## config.mk

```make
export PLATFORM = sky130hd
export DESIGN_NAME = dt_walk_ctrl
export DESIGN_NICKNAME = d
export VERILOG_FILES = /design/src/rtl/dt_walk_ctrl.sv
export SDC_FILE = /design/constraint.sdc
export NUM_CORES = 1
export LEC_CHECK = 0
export ABC_AREA = 1
export CAP_MARGIN = 20
export CORE_UTILIZATION = 50
export DETAILED_ROUTE_END_ITERATION = 10
export HOLD_SLACK_MARGIN = 0.05
export PLACE_DENSITY_LB_ADDON = 0.15
export SETUP_SLACK_MARGIN = 0.5
export SYNTH_ARGS = -nofsm -noshare
export SYNTH_HDL_FRONTEND = slang
export SYNTH_SLANG_ARGS = --single-unit
```

## constraint.sdc

```tcl
create_clock -name clk -period 2.8 [get_ports clk]
set_clock_uncertainty 0.2 [all_clocks]
set_input_delay 0.56 -clock clk [delete_from_list [all_inputs] [get_ports clk]]
set_output_delay 0.56 -clock clk [all_outputs]
set_load 0.1 [all_outputs]
```

## src/rtl/dt_walk_ctrl.sv

```systemverilog
// Sequential decision-tree evaluator: one shared comparator walks a writable node table, one node per clock.
// Optional macro DT_DEPTH_GUARD_EN adds a depth counter that aborts runaway walks with err_out=1.
module dt_walk_ctrl #(
  parameter int N_FEAT    = 7,
  parameter int FEAT_W    = 6,
  parameter int FIDX_W    = 3,
  parameter int NODE_AW   = 4,
  parameter int CLASS_W   = 8,
  parameter int MAX_DEPTH = 15,
  localparam int NODE_W   = 1 + FIDX_W + FEAT_W + NODE_AW
) (
  input  logic                     clk,
  input  logic                     rst_n,
  input  logic                     cfg_we,
  input  logic [NODE_AW-1:0]       cfg_addr,
  input  logic [NODE_W-1:0]        cfg_data,
  output logic                     cfg_err,
  input  logic                     in_valid,
  output logic                     in_ready,
  input  logic [N_FEAT*FEAT_W-1:0] feat_in,
  output logic                     out_valid,
  input  logic                     out_ready,
  output logic [CLASS_W-1:0]       class_out,
  output logic                     err_out
);

  localparam int N_NODES = 2 ** NODE_AW;

  // Handshakes: a transfer happens on a rising edge where valid && ready are both high;
  // in_ready is high only in IDLE, out_valid only in DONE, and class_out is stable while out_valid waits.
  typedef enum logic [1:0] {IDLE, WALK, DONE} state_t;

  state_t                     state_q, state_d;
  logic [NODE_AW-1:0]         ptr_q, ptr_d;
  logic [N_FEAT*FEAT_W-1:0]   feat_q, feat_d;
  logic [CLASS_W-1:0]         class_q, class_d;
  logic                       cfg_err_q, cfg_err_d;

  logic [NODE_W-1:0]          node_tab [N_NODES];
  logic [NODE_W-1:0]          node;
  logic                       node_leaf;
  logic [FIDX_W-1:0]          node_fidx;
  logic [FEAT_W-1:0]          node_thr;
  logic [NODE_AW-1:0]         node_rptr;
  logic [FEAT_W-1:0]          fval;
  logic                       go_left;

`ifdef DT_DEPTH_GUARD_EN
  localparam int DEPTH_W = $clog2(MAX_DEPTH + 1);
  logic [DEPTH_W-1:0]         depth_q, depth_d;
  logic                       err_q, err_d;
`endif

  // Table is deliberately not reset so a reset mid-walk keeps the loaded tree.
  always_ff @(posedge clk) begin
    if (cfg_we && (state_q == IDLE)) node_tab[cfg_addr] <= cfg_data;
  end

  assign node      = node_tab[ptr_q];
  assign node_leaf = node[NODE_W-1];
  assign node_fidx = node[NODE_W-2 -: FIDX_W];
  assign node_thr  = node[NODE_AW +: FEAT_W];
  assign node_rptr = node[NODE_AW-1:0];

  // Indices past the last feature read as zero.
  always_comb begin
    fval = '0;
    for (int i = 0; i < N_FEAT; i++) begin
      if (node_fidx == FIDX_W'(i)) fval = feat_q[i*FEAT_W +: FEAT_W];
    end
  end

  assign go_left = (fval <= node_thr);

  always_comb begin
    state_d   = state_q;
    ptr_d     = ptr_q;
    feat_d    = feat_q;
    class_d   = class_q;
    cfg_err_d = cfg_we && (state_q != IDLE);
`ifdef DT_DEPTH_GUARD_EN
    depth_d   = depth_q;
    err_d     = err_q;
`endif
    case (state_q)
      IDLE: begin
        if (in_valid) begin
          feat_d  = feat_in;
          ptr_d   = '0;
          state_d = WALK;
`ifdef DT_DEPTH_GUARD_EN
          depth_d = '0;
`endif
        end
      end
      WALK: begin
        if (node_leaf) begin
          class_d = node[CLASS_W-1:0];
          state_d = DONE;
`ifdef DT_DEPTH_GUARD_EN
          err_d   = 1'b0;
        end else if (depth_q == DEPTH_W'(MAX_DEPTH)) begin
          class_d = '0;
          err_d   = 1'b1;
          state_d = DONE;
`endif
        end else begin
          ptr_d = go_left ? (ptr_q + NODE_AW'(1)) : node_rptr;
`ifdef DT_DEPTH_GUARD_EN
          depth_d = depth_q + DEPTH_W'(1);
`endif
        end
      end
      DONE: begin
        if (out_ready) state_d = IDLE;
      end
      default: state_d = IDLE;
    endcase
  end

  always_ff @(posedge clk or negedge rst_n) begin
    if (!rst_n) begin
      state_q   <= IDLE;
      ptr_q     <= '0;
      feat_q    <= '0;
      class_q   <= '0;
      cfg_err_q <= 1'b0;
`ifdef DT_DEPTH_GUARD_EN
      depth_q   <= '0;
      err_q     <= 1'b0;
`endif
    end else begin
      state_q   <= state_d;
      ptr_q     <= ptr_d;
      feat_q    <= feat_d;
      class_q   <= class_d;
      cfg_err_q <= cfg_err_d;
`ifdef DT_DEPTH_GUARD_EN
      depth_q   <= depth_d;
      err_q     <= err_d;
`endif
    end
  end

  assign in_ready  = (state_q == IDLE);
  assign out_valid = (state_q == DONE);
  assign class_out = class_q;
  assign cfg_err   = cfg_err_q;
`ifdef DT_DEPTH_GUARD_EN
  assign err_out   = err_q;
`else
  assign err_out   = 1'b0;
`endif

endmodule

```

==> impl_metrics.csv <==
group,metric,value,unit
power,ir_drop,0.580,mV
clocking,htree_levels,1,
timing,rsz0062_at_grt,"true",
power,p_per_area,1010,mW/mm^2
floorplan,die_y,155,um
layout,nFillCells,1694,
floorplan,initial_core_util,51.3,%
floorplan,coreArea,0.0228,mm^2
critical_path,startpoint,"ptr_q[0]",
placement,pre_cts_slack,-0.657,ns
floorplan,ios,77,
placement,gp_congestion,0.849,
detailed_routing,drtAntennaViolNets,0,
grt,grt_max_degree,77,
critical_path,rr_startpoint,"ptr_q[0]",
clocking,cts_root_buf,"clkbuf_16",
detailed_routing,route.vias.total,7724,
clocking,clock_latency,0.56,ns
clocking,cts_tree,"yes",
clocking,clockBufferDepth,3,
layout,stdcell_area,0.0147,mm^2
yosys,netlist_area,0.0117,mm^2
timing,finalHoldViolations,0,
yosys,ys_seq_area_share,69.7,%
critical_path,critPathCaptureType,"flop",
yosys,yosysUniqueCellTypes,35,
grt,grt_pass1_wl,43.0,mm
floorplan,fp.dieW,155,um
grt,grt.overflow.total,0,
detailed_routing,wire_per_inst,19.8,um
floorplan,rows,55,
power,power,14.9,mW
layout,area_delta_synth_final,25.9,%
status,status,"finished, violations left",
layout,final_net_count,1154,
critical_path,cp.arrival,3.66,ns
detailed_routing,viasPerCell,5.44,
detailed_routing,drtIter0Drc,574,
timing,period_minus_slack,3.42,ns
timing,setup_slack,-0.620,ns
clocking,cts.clk_slew.worst_paths,0.06,ns
detailed_routing,route.detailed.drc,0,
layout,seqCellArea,0.00816,mm^2
detailed_routing,firstDrtPassIters,5,
critical_path,path_class,"reg2reg",
status,violations,"negative setup slack",
timing,timing.hold.ws,0.236,ns
timing,slew_headroom,59.6,%
clocking,numCtsBuffers,29,
worst_hold_path,worstHoldPathType,"in2async",
layout,final_util,64.6,%
placement,io_buffer_count,75,
yosys,yosys_warnings,0,
critical_path,startpoint_type,"flop",
layout,multiInputGateArea,0.00336,mm^2
layout,drive_above_1_share,21.4,%
critical_path,required,3.04,ns
critical_path,rr_worst_depth,22,
yosys,ys_ff_latch,281,
yosys,avgSynthCellArea,12.1,um^2
detailed_routing,wl,28.1,mm
placement,hpwl,16.9,mm
yosys,synth_top_area_cell,"edfxtp_1",
power,p_leak,5.47,nW
timing,final_max_slew_viol_count,0,
yosys,synthTopCellsByArea,"edfxtp_1 58%, dfrtp_1 12%, nor2_1 4.5%",
timing,fin_crit_sh,122,%
grt,grt_usage,23.8,%
yosys,syn_nets,1036,
critical_path,cp_max_fo,7,
grt,antenna_found_initial,1,
placement,placed_cell_area,0.0133,mm^2
clocking,clkSinkCount,281,
job,cap_viol_max_count,0,
critical_path,reg2reg_slack,-0.62,ns
timing,max_slew.worst_pin.slew,0.605,ns
yosys,syn_inst,964,
yosys,synth_top_area_share,57.5,%
grt,grt_pass1_vias,7680,
timing,max_freq,292,MHz
floorplan,die_area,0.0240,mm^2
timing,setup_viol,4,
-- final timing paths --
check	endpoint
setup / recovery	ptr_q[1]
hold / removal	ptr_q[3]
setup reg to reg	ptr_q[1]
hold reg to reg	class_out[2]
max in group asynchronous	feat_q[21]
min in group clk	class_out[2]
-- worst max-delay path, cell delays in order (launching register included) --
cell	delay, ns
dfrtp_4	0.53
inv_6	0.11
buf_12	0.12
buf_4	0.11
nand2_1	0.05
nand3_1	0.09
nand3_1	0.09
nand3_2	0.10
nand2_4	0.11
nor2_4	0.22
nand2_4	0.07
or2_0	0.20
nand2_1	0.08
nand3_1	0.07
ha_1	0.29
nand2_2	0.08
o21ai_2	0.15
a21oi_2	0.04
a31oi_2	0.22
buf_4	0.15
a31oi_1	0.06
o21ai_1	0.07
o21ai_1	0.07
-- cells in the final DEF, fill, tap and decap left out, types with 4 or more instances in the layout --
cell / instances
buf_4: 42
mux2_2: 34
clkinv_1: 8
o21ai_1: 15
o21ai_0: 84
inv_1: 51
o22ai_1: 8
nand2_2: 13
o21ai_2: 5
clkbuf_16: 30
a21oi_1: 14
buf_12: 22
ha_1: 7
edfxtp_1: 224
nor2_1: 116
nand4_1: 8
o211ai_1: 14
nor2_4: 24
clkdlybuf4s50_1: 63
nand2_4: 6
nand3_1: 42
nor2_2: 5
o221ai_1: 32
bufinv_16: 4
dfrtp_1: 56
buf_6: 6
clkinv_2: 8
nand3_2: 13
nand2_1: 116
-- kinds of logic after synthesis --
logic type	share of synthesized area (%)
other	0.0321
buffers and inverters	4.34
multiplexers	3.27
AND/OR/NAND/NOR	12.4
flip-flops	69.7
adder cells (fa/ha/maj)	0.749
AO/OA/AOI/OAI	9.35
XOR/XNOR	0.0749
-- state kept, by name (all words and copies together), names as in the netlist --
signal     flops
state_q        2
feat_q        42
class_out      8
node_tab     224
cfg_err        1
ptr_q          4
-- timing repair --
| item | in CTS | in global routing |
|---|---|---|
| cloned | 3 | 1 |
| pin swaps | 12 | 8 |
| hold buffers | 1 | 0 |
| endpoints found under the hold margin | 11 | 0 |
| setup buffers | 7 | 1 |
| gates resized for setup | 52 | 19 |
| setup endpoints to repair | 14 | 14 |
-- Yosys cell counts (all sizes together) --
cell    instances
o221ai         32
o211ai         15
buf            30
a21oi          16
nand2         135
nand3          56
mux2           34
ha              7
nor3            1
o21ai         104
edfxtp        224
o21bai          1
conb            1
o31ai           1
dfrtp          57
clkbuf         24
inv            58
xnor2           1
or2             3
nor2          145
a31oi           3
nand4           8
o22ai           8
-- through the flow --
stage	instances	setup TNS, ns
final	1419	-2.41
after floorplan	964	-0.708
after global placement	1351	-2.03
after global routing	1418	-3.20
after CTS	1416	-2.10
after detailed placement	1351	-2.68
-- routing by layer --
layer	wire (um)	GRT usage [%]
met3	1700	4.43
met2	13300	39.1
met5	0	0
met4	842	8.16
met1	12300	32.0
-- power by group --
group	internal (mW)	switching (mW)
Sequential	4.99	0.270
Combinational	2.22	3.57
Clock	2.26	1.59
-- area by class of cell --
| class | instances | share of cell area, % |
|---|---|---|
| inverters | 58 | 1.60 |
| multi-input cells | 571 | 22.9 |
| flip-flops and latches | 281 | 55.4 |
| repair buffers | 141 | 10.9 |
| clock inverters | 24 | 1.58 |
| diodes | 1 | 0.0170 |
| well taps | 313 | 2.66 |
| clock buffers | 30 | 4.95 |
No activity file was read; power rests on OpenSTA's default activity.
